`src/rtl/cekirdek_rv32.sv`:
```
// cekirdek_rv32: multi-cycle RV32I integer core.
// Each instruction walks GETIR -> YURUT (-> BELLEK for loads/stores) -> GETIR.
// The data-side outputs are registered so they stay stable for the whole BELLEK state.
module cekirdek_rv32 #(
  parameter logic [31:0] RESET_PC = 32'h4000_0000
) (
  input  logic        clk_i,
  input  logic        rst_i,
  input  logic        l1b_bekle_i,
  input  logic [31:0] l1b_deger_i,
  output logic [31:0] l1b_adres_o,
  input  logic [31:0] bib_veri_i,
  input  logic        bib_durdur_i,
  output logic [31:0] bib_veri_o,
  output logic [31:0] bib_adr_o,
  output logic [3:0]  bib_veri_maske_o,
  output logic        bib_yaz_gecerli_o,
  output logic        bib_sec_o
);

  localparam logic [6:0] OPC_LUI    = 7'b0110111;
  localparam logic [6:0] OPC_AUIPC  = 7'b0010111;
  localparam logic [6:0] OPC_JAL    = 7'b1101111;
  localparam logic [6:0] OPC_JALR   = 7'b1100111;
  localparam logic [6:0] OPC_BRANCH = 7'b1100011;
  localparam logic [6:0] OPC_LOAD   = 7'b0000011;
  localparam logic [6:0] OPC_STORE  = 7'b0100011;
  localparam logic [6:0] OPC_OPIMM  = 7'b0010011;
  localparam logic [6:0] OPC_OP     = 7'b0110011;

  typedef enum logic [1:0] {GETIR, YURUT, BELLEK} state_t;

  state_t      state;
  state_t      state_next;
  logic [31:0] pc;
  logic [31:0] ir;
  logic [31:0] regs [32];

  logic [6:0]  opcode;
  logic [2:0]  funct3;
  logic [4:0]  rd;
  logic [31:0] rs1_val;
  logic [31:0] rs2_val;
  logic [31:0] imm_i;
  logic [31:0] imm_s;
  logic [31:0] imm_b;
  logic [31:0] imm_u;
  logic [31:0] imm_j;

  logic [31:0] op_b;
  logic [31:0] alu_res;
  logic        br_taken;
  logic [31:0] next_pc;
  logic        wr_en;
  logic [31:0] wr_data;
  logic        is_load;
  logic        is_store;
  logic [31:0] mem_addr;
  logic [3:0]  mem_mask;
  logic [31:0] store_data;
  logic [31:0] lane_word;
  logic [15:0] half_word;
  logic [31:0] load_data;

  assign opcode      = ir[6:0];
  assign funct3      = ir[14:12];
  assign rd          = ir[11:7];
  assign rs1_val     = (ir[19:15] == 5'd0) ? 32'd0 : regs[ir[19:15]];
  assign rs2_val     = (ir[24:20] == 5'd0) ? 32'd0 : regs[ir[24:20]];
  assign imm_i       = {{20{ir[31]}}, ir[31:20]};
  assign imm_s       = {{20{ir[31]}}, ir[31:25], ir[11:7]};
  assign imm_b       = {{19{ir[31]}}, ir[31], ir[7], ir[30:25], ir[11:8], 1'b0};
  assign imm_u       = {ir[31:12], 12'd0};
  assign imm_j       = {{11{ir[31]}}, ir[31], ir[19:12], ir[20], ir[30:21], 1'b0};
  assign l1b_adres_o = pc;

  // Decode, ALU, branch resolution and load/store lane handling for the current IR.
  always_comb begin
    op_b       = (opcode == OPC_OP) ? rs2_val : imm_i;
    alu_res    = 32'd0;
    br_taken   = 1'b0;
    next_pc    = pc + 32'd4;
    wr_en      = 1'b0;
    wr_data    = 32'd0;
    is_load    = 1'b0;
    is_store   = 1'b0;
    mem_addr   = 32'd0;
    mem_mask   = 4'b0000;
    store_data = 32'd0;
    lane_word  = 32'd0;
    half_word  = 16'd0;
    load_data  = 32'd0;

    case (funct3)
      3'b000:  alu_res = (opcode == OPC_OP && ir[30]) ? rs1_val - op_b : rs1_val + op_b;
      3'b001:  alu_res = rs1_val << op_b[4:0];
      3'b010:  alu_res = {31'd0, $signed(rs1_val) < $signed(op_b)};
      3'b011:  alu_res = {31'd0, rs1_val < op_b};
      3'b100:  alu_res = rs1_val ^ op_b;
      3'b101:  alu_res = ir[30] ? $unsigned($signed(rs1_val) >>> op_b[4:0]) : rs1_val >> op_b[4:0];
      3'b110:  alu_res = rs1_val | op_b;
      default: alu_res = rs1_val & op_b;
    endcase

    case (funct3)
      3'b000:  br_taken = (rs1_val == rs2_val);
      3'b001:  br_taken = (rs1_val != rs2_val);
      3'b100:  br_taken = ($signed(rs1_val) < $signed(rs2_val));
      3'b101:  br_taken = ($signed(rs1_val) >= $signed(rs2_val));
      3'b110:  br_taken = (rs1_val < rs2_val);
      3'b111:  br_taken = (rs1_val >= rs2_val);
      default: br_taken = 1'b0;
    endcase

    case (opcode)
      OPC_LUI: begin
        wr_en   = 1'b1;
        wr_data = imm_u;
      end
      OPC_AUIPC: begin
        wr_en   = 1'b1;
        wr_data = pc + imm_u;
      end
      OPC_JAL: begin
        wr_en   = 1'b1;
        wr_data = pc + 32'd4;
        next_pc = pc + imm_j;
      end
      OPC_JALR: begin
        wr_en   = 1'b1;
        wr_data = pc + 32'd4;
        next_pc = (rs1_val + imm_i) & ~32'd1;
      end
      OPC_BRANCH: begin
        if (br_taken) next_pc = pc + imm_b;
      end
      OPC_OPIMM, OPC_OP: begin
        wr_en   = 1'b1;
        wr_data = alu_res;
      end
      OPC_LOAD: begin
        is_load = (funct3 != 3'b011) && (funct3 != 3'b110) && (funct3 != 3'b111);
      end
      OPC_STORE: begin
        is_store = (funct3[2] == 1'b0) && (funct3[1:0] != 2'b11);
      end
      default: begin
        wr_en = 1'b0;
      end
    endcase

    mem_addr = rs1_val + (is_store ? imm_s : imm_i);
    case (funct3[1:0])
      2'b00:   mem_mask = 4'b0001 << mem_addr[1:0];
      2'b01:   mem_mask = mem_addr[1] ? 4'b1100 : 4'b0011;
      default: mem_mask = 4'b1111;
    endcase
    case (funct3[1:0])
      2'b00:   store_data = {4{rs2_val[7:0]}};
      2'b01:   store_data = {2{rs2_val[15:0]}};
      default: store_data = rs2_val;
    endcase

    lane_word = bib_veri_i >> {bib_adr_o[1:0], 3'b000};
    half_word = bib_adr_o[1] ? bib_veri_i[31:16] : bib_veri_i[15:0];
    case (funct3)
      3'b000:  load_data = {{24{lane_word[7]}}, lane_word[7:0]};
      3'b001:  load_data = {{16{half_word[15]}}, half_word};
      3'b100:  load_data = {24'd0, lane_word[7:0]};
      3'b101:  load_data = {16'd0, half_word};
      default: load_data = bib_veri_i;
    endcase
  end

  // FSM state register.
  always_ff @(posedge clk_i) begin
    if (!rst_i) state <= GETIR;
    else        state <= state_next;
  end

  // Next-state logic: wait on fetch, branch to BELLEK only for valid loads/stores, wait on data stall.
  always_comb begin
    state_next = state;
    case (state)
      GETIR:   if (!l1b_bekle_i) state_next = YURUT;
      YURUT:   state_next = (is_load || is_store) ? BELLEK : GETIR;
      BELLEK:  if (!bib_durdur_i) state_next = GETIR;
      default: state_next = GETIR;
    endcase
  end

  // Datapath: IR capture, register writeback, PC update and the registered data-bus request.
  always_ff @(posedge clk_i) begin
    if (!rst_i) begin
      pc                <= RESET_PC;
      ir                <= 32'd0;
      bib_sec_o         <= 1'b0;
      bib_yaz_gecerli_o <= 1'b0;
      bib_veri_maske_o  <= 4'b0000;
      bib_adr_o         <= 32'd0;
      bib_veri_o        <= 32'd0;
      for (int i = 0; i < 32; i++) regs[i] <= 32'd0;
    end else begin
      case (state)
        GETIR: begin
          if (!l1b_bekle_i) ir <= l1b_deger_i;
        end
        YURUT: begin
          if (is_load || is_store) begin
            bib_sec_o         <= 1'b1;
            bib_yaz_gecerli_o <= is_store;
            bib_adr_o         <= mem_addr;
            bib_veri_maske_o  <= mem_mask;
            if (is_store) bib_veri_o <= store_data;
          end else begin
            pc <= next_pc;
            if (wr_en && rd != 5'd0) regs[rd] <= wr_data;
          end
        end
        BELLEK: begin
          if (!bib_durdur_i) begin
            bib_sec_o         <= 1'b0;
            bib_yaz_gecerli_o <= 1'b0;
            bib_veri_maske_o  <= 4'b0000;
            pc                <= pc + 32'd4;
            if (is_load && rd != 5'd0) regs[rd] <= load_data;
          end
        end
        default: begin
          pc <= pc;
        end
      endcase
    end
  end

endmodule

```
`config.mk`:
```
export PLATFORM = sky130hd
export DESIGN_NAME = cekirdek_rv32
export DESIGN_NICKNAME = d
export VERILOG_FILES = /design/src/rtl/cekirdek_rv32.sv
export SDC_FILE = /design/constraint.sdc
export NUM_CORES = 2
export LEC_CHECK = 0
export CAP_MARGIN = 10
export CORE_UTILIZATION = 29
export CTS_CLUSTER_SIZE = 40
export DETAILED_ROUTE_END_ITERATION = 12
export REMOVE_ABC_BUFFERS = 1
export SLEW_MARGIN = 20
export SYNTH_ARGS = -nofsm -noshare
export SYNTH_HDL_FRONTEND = slang
export SYNTH_SLANG_ARGS = --single-unit
```
`constraint.sdc`:
```
create_clock -name clk_i -period 11.9 [get_ports clk_i]
set_input_delay 1.19 -clock clk_i [delete_from_list [all_inputs] [get_ports clk_i]]
set_output_delay 1.19 -clock clk_i [all_outputs]
set_load 0.02 [all_outputs]
```
* Word level (Yosys, flattened, before mapping)
Memory sizes are Yosys's and may differ from the RTL's. A register that Yosys moved wholly into a read port is not among the register bits.
Index checks and enable logic that the tools add are counted.
W data, S select, Z words.
** Cells by class
- Order comparisons :: 6
- Reductions and logical operators :: 24
- Equality and inequality tests :: 29
- Shift-type cells :: 5
- Mux-type cells :: 53
- Add/subtract/negate cells :: 8
- Bitwise logic cells :: 6
** Operators with widths (count)
- $mux W32 :: 10
- $pmux W32 S4 :: 2
- $pmux W32 S7 :: 1
- $add A32 B32 Y32 :: 6
- $lt A32 B32 Y1 :: 4
- $pmux W32 S2 :: 2
- $pmux W32 S3 :: 1
- $ge A32 B32 Y1 :: 2
- $add A32 B3 Y32 const B :: 1
- $and A32 B32 Y32 :: 1
- $eq A32 B32 Y1 :: 1
- $ne A32 B32 Y1 :: 1
- $or A32 B32 Y32 :: 1
- $reduce_or A32 Y1 :: 1
- $shl A32 B5 Y32 :: 1
- $shr A32 B5 Y32 :: 1
- $shr A32 B5 Y8 :: 1
- $sshr A32 B5 Y32 :: 1
- $sub A32 B32 Y32 :: 1
- $xor A32 B32 Y32 :: 1
- $mux W5 :: 6
- $eq A7 B6 Y1 const B :: 3
- $eq A7 B7 Y1 const B :: 3
- $mux W1 :: 18
- 31 further kinds :: 61
** Word-level totals
- Memories kept :: 1
- Output and inout port bits :: 102
- RAM bits :: 1024
- Input bits :: 68
- Word-level logic and storage cells :: 140
- Register bits after elaboration :: 136
** Memories
- regs :: depth 32, width 32, read ports 2, clocked after memory_dff 2, wr ports 32, line 37 : logic [31:0] regs [32];

* Logic depth before layout (Yosys ltp)
- Word-level depth :: 13
- Mapped depth :: 27
- Mapped depth without buffers :: 20

* Worst setup path before layout
No wires, ideal clock.
- Path type :: register -> register
- From :: reg (tool-made name)
- To :: mem regs[10][21], data pin
- Path slack :: 5.359 ns
- Library setup time :: 0.267 ns
- Required time :: 11.633 ns
- Buffers on the path :: 6
- Cell stages (with the launch flop) :: 25
- Arrival :: 6.274 ns
- Period minus slack after synthesis :: 6.541 ns
- Cells stage by stage :: dfxtp_1 buf_2 buf_4 buf_1 buf_2 buf_1 mux4_2 mux4_2 mux2i_1 nor2_1 inv_1 o21ai_0 ha_1 nor3b_1 o21ai_0 a2111oi_0 o21bai_1 a31oi_1 o211ai_1 o211ai_1 xnor2_1 a221o_1 o21ai_1 clkbuf_1 nor2_1
** RTL lines (line)
- end, declared :: 37

==> metrics.md <==
| Metric | Value |
|---|---|
| Vias | `63.5k` |
| Worst reg-to-reg setup slack | `3800 ps` |
| Top cell type by total area after synthesis | `edfxtp_1` |
| Asr flop ratio synth | `0` |
| Nets | `7199` |
| First-pass GRT wire length | `471000 um` |
| Total Wirelength | `340000 um` |
| Via density | `6.04` |
| Pint | `7.45 mW` |
| IO Pins | `170` |
| Ys flop type | `edfxtp_1` |
| Max Freq | `123 MHz` |
| Status | `complete, no violations` |
| Max Used Layer | `met5` |
| Met3 WL post-DR | `39200 um` |
| CTS buffer count | `118` |
| FILL cells | `26.1k` |
| Sw Pwr | `3.52 mW` |
| Yosys warnings | `0` |
| Post-Syn Area | `76300 um^2` |
| # hold bufs at CTS | `0` |
| Placement Setup Slack | `4010 ps` |
| Pwr Total | `11.0 mW` |
| Layout cells sized above 1 | `0.176` |
| CTS tree | `yes` |
| Die area | `265000 um^2` |
| Clk root buf | `clkbuf_16` |
| Metal-1 WL | `127000 um` |
| Critical path arrival | `8530 ps` |
| Antenna violations before repair | `17` |
| #FFs+latches synth | `1169` |
| Fin Setup TNS | `0 ps` |
| Synth unique cells | `103` |
| Sw Ratio | `0.321` |
| # clock sinks | `1169` |
| Mapped Cells | `6948` |
| Placed cell area | `82100 um^2` |
| Clk_lat worst skew | `830 ps` |
| RSZ-0062 raised after global routing | `false` |
| Post-synth EDFFs | `1024` |
| Post-route setup slack | `3800 ps` |
| ANT nets after route | `0` |
| Clock Skew | `124 ps` |
| Starting density of the core | `0.293` |
| Bufs on Longest Clock Path | `3` |
| Worst-Margin Slew | `1240 ps` |
| Iter 0 DRT Violations | `9485` |
| Storage element area | `33700 um^2` |
| Fin. max-slew vios | `0` |
| Final period util | `0.681` |
| Post-synthesis area per instance | `11.0 um^2` |
| Residual DRC count | `0` |
| Vias in the first global route | `61.0k` |
| GPL Wtd Cong | `1.03` |
| H-tree levels | `3` |
| Multi-input gate area | `39800 um^2` |
| Site Rows | `187` |
| Chip height | `515 um` |
| Detail Placement HPWL | `232000 um` |
| GRT Total Usage | `0.249` |
| Minimum clock period | `8100 ps` |
| Post-synthesis sequential area ratio | `0.441` |
| Worst-path fanout max | `80` |
| Worst-path clk slew | `60 ps` |
| Most common cell in the netlist | `nor2_1` |
| Cells taking the most area after synthesis | `edfxtp_1, mux4_2, nor2_1` |
| CTS resizes | `0` |
| Synth cell count leaders | `nor2_1, edfxtp_1, mux4_2` |
| Hold Crit Depth | `2` |
| Clk pwr share | `0.343` |
| Comb pwr share | `0.229` |
| Maxcap violations | `0` |
| Met2 Wirelength | `153000 um` |
| HP Class | `reg -> reg` |
| GRT overflow | `0` |
| Layout area overhead | `12.6%` |
| Core area | `261000 um^2` |
| Leakage | `29.2 nW` |
| Largest net degree at the start of global routing | `144` |
| Flop pwr share | `0.428` |
| Top-area cell type share of the netlist area | `0.403` |
| Drt wl/cell | `32.3 um` |
| Setup violators final | `0` |
| Worst Setup Path Type | `reg -> reg` |
| P per Cell Area | `128 nW/um^2` |
| Worst vdd ir | `0.123 mV` |
| Critical path data required time | `12330 ps` |
| # port buffers | `168` |
| Chip width | `515 um` |
| Path depth of the worst reg2reg path | `19` |
| Slew margin rel. | `0.166` |
| Fin. Hold Viols | `0` |
| Critical path endpoint category | `flop` |
| DR pass1 iterations | `9` |
| CP Launch Type | `flop` |
| Setup repair bufs after CTS | `0` |
| Final instance area | `85900 um^2` |
==> cell usage in the layout, fill, tap and decap left out, drive strengths merged, types with 96 or more instances in the layout <==
master         instances
nand3                 96
inv                  150
clkdlybuf4s50        167
ha                   218
a21oi                460
dfxtp                145
buf                  251
nor2                1352
mux4                 578
xnor2                101
o21ai                322
nand2                537
mux2i                234
clkbuf               161
edfxtp              1024
==> power groups by stage <==
stage	clock, mW	combinational [mW]	sequential (mW)
after CTS	3.78	2.43	4.69
after detailed placement	0	2.42	4.78
final	3.76	2.51	4.70
after floorplan	0	1.48	4.81
after global routing	3.92	2.59	4.71
after global placement	0	2.43	4.76
==> registers in the layout, summed over array words and instances (netlist names), named ones only <==
name,count
bib_veri_o,32
bib_adr_o,32
regs,1024
bib_sec_o,1
bib_veri_maske_o,4
bib_yaz_gecerli_o,1
ir,32
l1b_adres_o,31
state,2
==> worst paths after layout <==
kind | from | to
worst min register to register | bib_adr_o[20] | bib_adr_o[20]
worst min-delay path | bib_adr_o[20] | bib_adr_o[20]
worst max-delay path | flop | regs[3][27]
worst max register to register | flop | regs[3][27]
==> per-layer routing <==
metal  up-vias  GRT usage
met4        10      0.131
met3       870     0.0569
li1      26009          -
met1     32049      0.319
met2      4536      0.391
met5         -          0
==> through the flow <==
step | util | hold slack, ps | instances
after floorplan | - | 468 | 6367
after global placement | 0.315 | 444 | 10279
after detailed placement | 0.315 | 444 | 10280
after CTS | 0.329 | 451 | 10498
after global routing | 0.330 | 470 | 10503
final | 0.330 | 451 | 10507
==> worst max-delay path: stages (launching register included) <==
cell and delay (ps):
dfxtp_4 850, buf_12 530, mux4_1 640, mux4_2 600
mux2i_1 270, nor2_1 70, buf_4 250, ha_1 400
nor3b_1 390, o21ai_0 290, a2111oi_1 630, buf_4 230
o21ai_0 130, a31oi_1 400, a31oi_1 140, nor2_1 160
xnor2_1 130, a211oi_1 450, o221a_2 850, nor2_1 120
==> cells by family (layout without fill, tap and decap cells) <==
logic type | count (synthesis) | in the layout | share of synthesized area
DFF | 1169 | 1169 | 0.441
xor gates and xnor gates | 171 | 171 | 0.0196
and+or+nand+nor | 2312 | 2312 | 0.127
AOI/OAI and AO/OA | 1431 | 1431 | 0.119
muxes | 877 | 877 | 0.212
other | 1 | 40 | 0.0000492
adders and majority gates | 226 | 226 | 0.0377
buffers and inverters | 761 | 785 | 0.0439
==> final cells by class <==
type                       count  share of cell area
sequential                  1169               0.392
inverter                     148             0.00667
clock buffer                 161              0.0372
multi-input combinational   5050               0.463
timing repair buffer         419              0.0427
tap                         3496              0.0509
antenna                        7            0.000204
clock inverter                57             0.00676
Power figures use the tool's default switching activity.
